--- src/rtl/otp_fsm.sv ---
// OTP array sequencer: programs one column row-by-row with pulse/verify/retry,
// or reads one column row-by-row into data_out.
module otp_fsm #(
    parameter int A            = 2,
    parameter int B            = 2,
    parameter int PULSE_CYCLES = 4,
    parameter int MAX_RETRY    = 3,
    localparam int ADDR_WIDTH  = $clog2(B)
) (
    input  logic                  clk,
    input  logic                  reset,
    input  logic [1:0]            mode,
    input  logic [ADDR_WIDTH-1:0] column,
    input  logic [A-1:0]          data_in,
    input  logic                  writing_successful,
    input  logic                  output_read_circuit,
    output logic [2*B-1:0]        PL,
    output logic [B-1:0]          BL,
    output logic [A-1:0]          WLN,
    output logic [A-1:0]          WLP,
    output logic                  read_active,
    output logic [A-1:0]          data_out,
    output logic [A-1:0]          fail_bits
);

    // state      | meaning
    // IDLE       | waiting for mode 1 (program) or 2 (read)
    // LATCH      | clear row/retry counters, branch on operation
    // PRG_SETUP  | select BL/WLP for row r, skipped when data bit r is 0
    // PRG_PULSE  | PL pair of the column high for PULSE_CYCLES clocks
    // PRG_VERIFY | PL low, check writing_successful, retry or flag fail
    // PRG_NEXT   | advance row or finish
    // RD_SETUP   | select BL/WLN for row r
    // RD_SAMPLE  | capture sense-amp output into data_out[r]
    // RD_NEXT    | advance row or finish
    // DONE       | lines low, wait for mode to return to idle
    localparam logic [3:0] S_IDLE       = 4'd0;
    localparam logic [3:0] S_LATCH      = 4'd1;
    localparam logic [3:0] S_PRG_SETUP  = 4'd2;
    localparam logic [3:0] S_PRG_PULSE  = 4'd3;
    localparam logic [3:0] S_PRG_VERIFY = 4'd4;
    localparam logic [3:0] S_PRG_NEXT   = 4'd5;
    localparam logic [3:0] S_RD_SETUP   = 4'd6;
    localparam logic [3:0] S_RD_SAMPLE  = 4'd7;
    localparam logic [3:0] S_RD_NEXT    = 4'd8;
    localparam logic [3:0] S_DONE       = 4'd9;

    localparam int RW  = (A > 1) ? $clog2(A) : 1;
    localparam int TW  = (MAX_RETRY > 0) ? $clog2(MAX_RETRY + 1) : 1;
    localparam int PW  = (PULSE_CYCLES > 1) ? $clog2(PULSE_CYCLES) : 1;
    localparam int PLW = 2 * B;

    localparam logic [TW-1:0]  RETRY_LIMIT = TW'(MAX_RETRY);
    localparam logic [PW-1:0]  PULSE_LOAD  = PW'(PULSE_CYCLES - 1);
    localparam logic [RW-1:0]  LAST_ROW    = RW'(A - 1);
    localparam logic [PLW-1:0] PL_PAIR     = PLW'(3);

    logic [3:0]            state;
    logic                  op_read;
    logic [ADDR_WIDTH-1:0] col_q;
    logic [ADDR_WIDTH-1:0] col_clamped;
    logic [A-1:0]          data_q;
    logic [RW-1:0]         row_q;
    logic [TW-1:0]         retry_q;
    logic [PW-1:0]         pulse_q;
    logic                  mode_req;
    logic                  last_row;
    logic                  row_bit;
    logic [B-1:0]          col_hot;
    logic [A-1:0]          row_hot;

    // Mode 3 is reserved and behaves exactly like mode 0.
    assign mode_req    = (mode == 2'd1) || (mode == 2'd2);
    assign col_clamped = (32'(column) >= B) ? ADDR_WIDTH'(B - 1) : column;
    assign last_row    = (row_q == LAST_ROW);
    assign row_bit     = data_q[row_q];
    assign col_hot     = B'(1) << col_q;
    assign row_hot     = A'(1) << row_q;

    always_ff @(posedge clk) begin
        if (reset) begin
            state     <= S_IDLE;
            op_read   <= 1'b0;
            col_q     <= '0;
            data_q    <= '0;
            row_q     <= '0;
            retry_q   <= '0;
            pulse_q   <= '0;
            data_out  <= '0;
            fail_bits <= '0;
        end else begin
            case (state)
                S_IDLE: begin
                    if (mode_req) begin
                        op_read <= (mode == 2'd2);
                        col_q   <= col_clamped;
                        data_q  <= data_in;
                        state   <= S_LATCH;
                    end
                end
                S_LATCH: begin
                    row_q   <= '0;
                    retry_q <= '0;
                    if (op_read) begin
                        state <= S_RD_SETUP;
                    end else begin
                        fail_bits <= '0;
                        state     <= S_PRG_SETUP;
                    end
                end
                S_PRG_SETUP: begin
                    if (row_bit) begin
                        pulse_q <= PULSE_LOAD;
                        state   <= S_PRG_PULSE;
                    end else begin
                        state <= S_PRG_NEXT;
                    end
                end
                S_PRG_PULSE: begin
                    if (pulse_q == '0) begin
                        state <= S_PRG_VERIFY;
                    end else begin
                        pulse_q <= pulse_q - 1'b1;
                    end
                end
                S_PRG_VERIFY: begin
                    if (writing_successful) begin
                        state <= S_PRG_NEXT;
                    end else if (retry_q < RETRY_LIMIT) begin
                        retry_q <= retry_q + 1'b1;
                        pulse_q <= PULSE_LOAD;
                        state   <= S_PRG_PULSE;
                    end else begin
                        fail_bits[row_q] <= 1'b1;
                        state            <= S_PRG_NEXT;
                    end
                end
                S_PRG_NEXT: begin
                    retry_q <= '0;
                    if (last_row) begin
                        state <= S_DONE;
                    end else begin
                        row_q <= row_q + 1'b1;
                        state <= S_PRG_SETUP;
                    end
                end
                S_RD_SETUP: begin
                    state <= S_RD_SAMPLE;
                end
                S_RD_SAMPLE: begin
                    data_out[row_q] <= output_read_circuit;
                    state           <= S_RD_NEXT;
                end
                S_RD_NEXT: begin
                    if (last_row) begin
                        state <= S_DONE;
                    end else begin
                        row_q <= row_q + 1'b1;
                        state <= S_RD_SETUP;
                    end
                end
                S_DONE: begin
                    if (!mode_req) begin
                        state <= S_IDLE;
                    end
                end
                default: begin
                    state <= S_IDLE;
                end
            endcase
        end
    end

    // Array lines are pure decodes of state so a reset edge drops them at once.
    always_comb begin
        PL          = '0;
        BL          = '0;
        WLN         = '0;
        WLP         = '0;
        read_active = 1'b0;
        case (state)
            S_PRG_SETUP: begin
                if (row_bit) begin
                    BL  = col_hot;
                    WLP = row_hot;
                end
            end
            S_PRG_PULSE: begin
                BL  = col_hot;
                WLP = row_hot;
                PL  = PL_PAIR << {col_q, 1'b0};
            end
            S_PRG_VERIFY: begin
                BL  = col_hot;
                WLP = row_hot;
            end
            S_RD_SETUP, S_RD_SAMPLE: begin
                BL          = col_hot;
                WLN         = row_hot;
                read_active = 1'b1;
            end
            S_RD_NEXT: begin
                read_active = 1'b1;
            end
            default: begin
            end
        endcase
    end

endmodule

--- config.mk ---
export PLATFORM = sky130hd
export DESIGN_NAME = otp_fsm
export DESIGN_NICKNAME = d
export VERILOG_FILES = /design/src/rtl/otp_fsm.sv
export SDC_FILE = /design/constraint.sdc
export NUM_CORES = 1
export LEC_CHECK = 0
export ABC_AREA = 1
export CORE_UTILIZATION = 53
export CTS_CLUSTER_DIAMETER = 30
export DETAILED_ROUTE_END_ITERATION = 8
export PLACE_DENSITY = 0.9
export REMOVE_ABC_BUFFERS = 1
export SYNTH_ARGS = -nofsm -noshare
export SYNTH_HDL_FRONTEND = slang
export SYNTH_SLANG_ARGS = --single-unit
--- constraint.sdc ---
create_clock -name clk -period 2.68 [get_ports clk]
set_input_delay 0.536 -clock clk [delete_from_list [all_inputs] [get_ports clk]]
set_output_delay 0.536 -clock clk [all_outputs]
set_load 0.1 [all_outputs]
==> summary.txt, run 1 <==
Pwr Density: 730 nW/µm²
DR iter-0 viols: 70
initial antenna violation count: 0
routed len/inst: 12.3 µm
CP max FO: 10
Avg Cell Area, Syn: 6.67 µm²
Synth-to-Final Area Change: 23.5%
hold crit path type: flop to flop
CTS clk-pin slew, worst paths: 0.11 ns
Layout Utilization: 72.2%
Synth cell types: 25
Detailed Place HPWL: 2.09 mm
fillcell total: 175
status: complete, no violations
critical path launch point type: flop
Synth Register Bits: 17
Post-DRT Antenna Nets: 0
global-route wire length before repair: 4.35 mm
FF-to-FF setup slack: 1.22 ns
core area: 1800 µm²
Synth Instances: 158
CTS tree: done
RR Startpoint: last_row$_SDFFE_PP0P_
Chip Width: 46.6 µm
measured slew at the worst slew-check pin: 0.376 ns
synth warn: 0
post-DR vias/cell: 5.36
dpl cell area: 1270 µm²
vias in the first global route: 1013
register area: 340 µm²
root buf cell: clkbuf_4
CP endpoint: BL[1]
EDFF count, synth: 0
I/O pin cnt: 24
CTS buffer count: 3
Nets: 195
die area: 2170 µm²
sequential fraction of the synthesis area: 32.3%
Final Wtd Congestion: 0.898
Total Wirelength: 2.54 mm
post-route clock skew: 0.00416 ns
via count: 1110
dpl cells: 203
period utilization: 88.0%
fmax: 424 MHz
fin. max-slew vios: 0
Final min period: 2.36 ns
Layout Cells excl Fill: 207
CP Capture Type: output pin
latest clock arrival within the worst-skew pair: 0.29 ns
reg-to-reg endpoint: pulse_q[0]$_SDFFE_PP0P_
max-cap violation count: 0
# rows: 15
DRC Markers: 0
Initial Utilization: 58.5%
crit path launch: last_row$_SDFFE_PP0P_
hold_buf cts: 0
GR Overflow Total: 0
Slew Limit Headroom: 74.9%
FF-to-FF path depth: 9
RSZ-0062 raised after global routing: no
Die Ht: 46.6 µm
Max VDD drop: 0.000434 V
cts repair resizes: 0
# clock sinks: 17
crit path kind: flop to output pin
post-synthesis async set-or-reset flop share: 0%
Final Hold Vio Count: 0
Setup Viol. Count Final: 0
largest net degree at the start of global routing: 11
I/O Buffers: 23
synthesized area: 1050 µm²
Critical Path AT: 1.82 ns
prevailing post-synth register cell: dfxtp_1
antenna cells: 0
Post-Layout Inst Area: 1300 µm²
Final Power: 0.950 mW
total track usage: 28.5%
H-tree levels: 1
Worst EP required: 2.14 ns
layout cells sized above 1: 19.8%
multi-input logic area: 594 µm²
CTS Buffer Depth: 2
Lkg Pwr: 0.606 nW
Initial DRT Pass Iterations: 4
Setup Buffers After CTS: 0
-- through the flow --
| stage | hold slack [ns] | setup slack [ns] | TNS (ns) |
|---|---|---|---|
| 2_1_floorplan | 0.423 | -1.06 | -4.50 |
| 3_3_place_gp | 0.437 | 0.677 | 0 |
| 3_5_place_dp | 0.448 | 0.675 | 0 |
| 4_1_cts | 0.465 | 0.339 | 0 |
| 5_1_grt | 0.480 | 0.225 | 0 |
| 6_report | 0.460 | 0.321 | 0 |
-- final cells by class --
class,instances,share of cell area (%)
clock inverters,1,0.385
inverters,24,6.92
well taps,25,2.40
clock buffers,3,1.73
flip-flops and latches,17,26.2
multi-input cells,114,45.7
repair buffers,23,16.7
-- flip-flops by register name, indices dropped and copies added, names as in the netlist --
name and flops:
data_q 2, op_read 1, fail_bits 2, col_q 1, last_row 1, data_out 2, state 4, retry_q 2
pulse_q 2
-- power by group --
group	total, mW	internal [mW]	switching [mW]
registers	0.331	0.294	0.0367
logic	0.478	0.143	0.335
clock network	0.141	0.0555	0.0857
-- cells in the mapped netlist (2+ instances only) --
| cell | instances | area [µm²] |
|---|---|---|
| a21oi_1 | 12 | 60.1 |
| nor2_2 | 4 | 25.0 |
| buf_4 | 2 | 15.0 |
| inv_2 | 4 | 15.0 |
| nand3_2 | 2 | 20.0 |
| nand2_2 | 2 | 12.5 |
| o21ai_0 | 6 | 30.0 |
| nand3_1 | 14 | 70.1 |
| o22ai_1 | 2 | 12.5 |
| ha_1 | 3 | 37.5 |
| nor2_1 | 20 | 75.1 |
| inv_1 | 19 | 71.3 |
| nor2_4 | 3 | 33.8 |
| dfxtp_1 | 17 | 340 |
| nand2_1 | 37 | 139 |
| o211ai_1 | 2 | 15.0 |
-- layer usage --
metal / global-route usage (%) / vias up / wire, µm
met5: 0 / - / 0
met4: 7.65 / 0 / 35
met3: 5.49 / 10 / 161
met2: 48.3 / 40 / 1290
met1: 36.1 / 506 / 1060
li1: - / 554 / -
-- logic make-up (layout without fill, tap and decap cells) --
family          count (synthesis)  after routing  synth area share, %
simple gates                   86             86                 39.4
buf+inv                        27             51                 11.3
compound gates                 25             25                 13.4
flops                          17             17                 32.3
fa+ha+maj                       3              3                 3.56
-- cells in the final DEF, fill, tap and decap left out, drive strengths merged --
master | synthesis | final
o21ai | 6 | 6
buf | 2 | 15
a211oi | 1 | 1
nand3 | 16 | 16
a21oi | 13 | 13
clkbuf | 1 | 3
o22ai | 2 | 2
inv | 23 | 23
and3 | 1 | 1
o211ai | 2 | 2
nand4 | 1 | 1
clkinv | 1 | 2
nand3b | 2 | 2
ha | 3 | 3
nand2 | 39 | 39
clkdlybuf4s50 | 0 | 8
o21bai | 1 | 1
dfxtp | 17 | 17
nor2 | 27 | 27
-- worst max-delay path: stages, from the launching register on --
cell and delay [ns]:
dfxtp_1 0.44, inv_2 0.20, nand2_1 0.12, nand2_1 0.10, nand3_1 0.09, and3_1 0.22, nor2_1 0.18, buf_12 0.20
-- worst min-delay path by stage --
stage / startpoint / end / slack, ns / cells after the start
2_1_floorplan: data_q[0]$_SDFFE_PP0P_ / data_q[0]$_SDFFE_PP0P_ / 0.42 / 2
3_3_place_gp: fail_bits[1]$_SDFFE_PP0P_ / fail_bits[1]$_SDFFE_PP0P_ / 0.44 / 2
3_5_place_dp: data_q[1]$_SDFFE_PP0P_ / data_q[1]$_SDFFE_PP0P_ / 0.45 / 2
4_1_cts: data_q[0]$_SDFFE_PP0P_ / data_q[0]$_SDFFE_PP0P_ / 0.46 / 2
5_1_grt: fail_bits[0]$_SDFFE_PP0P_ / fail_bits[0]$_SDFFE_PP0P_ / 0.48 / 2
6_report: data_q[0]$_SDFFE_PP0P_ / data_q[0]$_SDFFE_PP0P_ / 0.46 / 2
No activity file was read; power rests on OpenSTA's default activity.
==> run 2, diff against run 1 <==
- SLEW_MARGIN: default -> 25
- clock period: 2.68 -> 2.8 ns (I/O delays scaled with it)
==> run 2 against run 1 <==
Net effect:
- worst setup slack gained 0.077 ns
- combinational power shrank 4%
- clock skew decreased by 0.0023 ns
- count of clock-buffer cells in the layout unchanged
- largest cell class unchanged
- register-to-register slack better by 0.11 ns
- via count shrank 1.2%
- global-route usage down 1.2 points
- die area is the same
- flip-flop and latch count unchanged
==> summary.txt, run 2 (synthesis gave the netlist of run 1 again) <==
period utilization: 85.8%
initial antenna violation count: 0
CTS buffer count: 3
Total Wirelength: 2.59 mm
hold_buf cts: 0
RSZ-0062 raised after global routing: no
buffers plus inverters on the worst setup path: 2
Max VDD drop: 0.000521 V
Reg with most FFs: state
total track usage: 27.3%
worst path cell trace: inv_2 -> nand2_1 -> nand2_1 -> nand3_1 -> and3_1 -> nor2_1 -> buf_12
DR iter-0 viols: 36
H-tree levels: 1
post-DR vias/cell: 5.30
max-cap violation count: 0
hold crit path type: flop to flop
Comb power frac: 50.4%
critical path's largest stage delay: 0.44 ns
CP Capture Type: output pin
largest net degree at the start of global routing: 11
cell mode on critical path: nand2_1
Final Wtd Congestion: 0.899
via count: 1097
CTS Buffer Depth: 2
layout cells sized above 1: 19.8%
Critical Path AT: 1.84 ns
GR Overflow Total: 0
post-route clock skew: 0.00187 ns
Clk network pwr share: 14.8%
die area: 2170 µm²
root buf cell: clkbuf_4
Worst EP required: 2.24 ns
Chip Width: 46.6 µm
Lkg Pwr: 0.606 nW
# rows: 15
vias in the first global route: 955
Die Ht: 46.6 µm
Detailed Place HPWL: 2.05 mm
Reg power frac: 34.9%
measured slew at the worst slew-check pin: 0.382 ns
number of flip-flops in the largest register: 4
I/O pin cnt: 24
fin. max-slew vios: 0
Min Hold Slack: 0.461 ns
P_int: 0.472 mW
Pwr Density: 699 nW/µm²
post-route setup TNS: 0 ns
cts repair resizes: 0
Nets: 195
CP max FO: 10
status: complete, no violations
CTS clk-pin slew, worst paths: 0.10 ns
Setup Buffers After CTS: 0
latest clock arrival within the worst-skew pair: 0.30 ns
critical path launch point type: flop
Final min period: 2.40 ns
fmax: 416 MHz
commonest non-fill, non-tap cell in the layout: nand2_1
global-route wire length before repair: 4.13 mm
Synth-to-Final Area Change: 23.5%
commonest non-fill, non-tap cells in the layout: 37 x nand2_1, 20 x nor2_1, 19 x inv_1, 17 x dfxtp_1, 14 x nand3_1
antenna cells: 0
DRC Markers: 0
fin worst setup slack: 0.398 ns
Initial DRT Pass Iterations: 4
routed len/inst: 12.5 µm
crit path kind: flop to output pin
crit path max-delay cell type: dfxtp_1
core area: 1800 µm²
Post-DRT Antenna Nets: 0
Setup Viol. Count Final: 0
Switching Fraction: 48.2%
Final Hold Vio Count: 0
Slew Limit Headroom: 74.5%
Sw Pwr: 0.438 mW
Initial Utilization: 58.5%
I/O Buffers: 23
Crit path max-delay family: simple AND/OR/NAND/NOR gates
CTS tree: done
# clock sinks: 17
dpl ws: 0.762 ns
[run 2: cell counts in the layout (fill, tap and decap cells not counted)]
No cell type changed its count.
[run 2: final timing paths]
path | start | endpoint | cells after the start | slack, ns
hold / removal | fail_bits[0]$_SDFFE_PP0P_ | fail_bits[0]$_SDFFE_PP0P_ | 2 | 0.46
setup reg to reg | last_row$_SDFFE_PP0P_ | pulse_q[0]$_SDFFE_PP0P_ | 9 | 1.33
setup / recovery | last_row$_SDFFE_PP0P_ | BL[1] | 7 | 0.40
hold reg to reg | fail_bits[0]$_SDFFE_PP0P_ | fail_bits[0]$_SDFFE_PP0P_ | 2 | 0.46
[run 2: final cells by class]
class,instances,area [µm²]
Tap cell,25,31.3
Fill cell,173,500
Clock inverter,1,5.00
Timing Repair Buffer,23,218
Multi-Input combinational cell,114,594
Sequential cell,17,340
Clock buffer,3,22.5
Inverter,24,90.1
[run 2: worst reg2reg max path: cells and delay by family, from the launching register on]
family | cells | cell delay, ns
and+or+nand+nor | 8 | 0.63
DFF | 1 | 0.56
buffers and inverters | 1 | 0.17
[run 2: metrics by stage]
step	utilization [%]	total power, mW	cells	instance area [µm²]
3_5_place_dp	70.7	0.775	203	1270
3_3_place_gp	70.7	0.764	203	1270
6_report	72.2	0.910	207	1300
4_1_cts	72.2	0.909	207	1300
2_1_floorplan	-	0.665	155	1020
5_1_grt	72.2	0.963	207	1300
[run 2: power groups by stage]
stage                     logic [mW]  registers [mW]  clock network (mW)
final                          0.459           0.317               0.134
after global routing           0.497           0.322               0.144
after CTS                      0.455           0.316               0.138
after detailed placement       0.453           0.322                   0
after global placement         0.444           0.320                   0
after floorplan                0.321           0.344                   0
[run 2: routing by layer]
layer / vias to the layer above / GRT usage (%) / routed length (µm)
li1: 555 / - / -
met1: 484 / 34.4 / 1100
met2: 47 / 43.9 / 1250
met3: 11 / 5.88 / 177
met4: 0 / 12.4 / 61
met5: - / 0 / 0
==> run 3, diff against run 2 <==
- SLEW_MARGIN: 25 -> default
==> results of run 3 <==
Same layout as run 2: the final DEF is identical, and so are final timing and power.
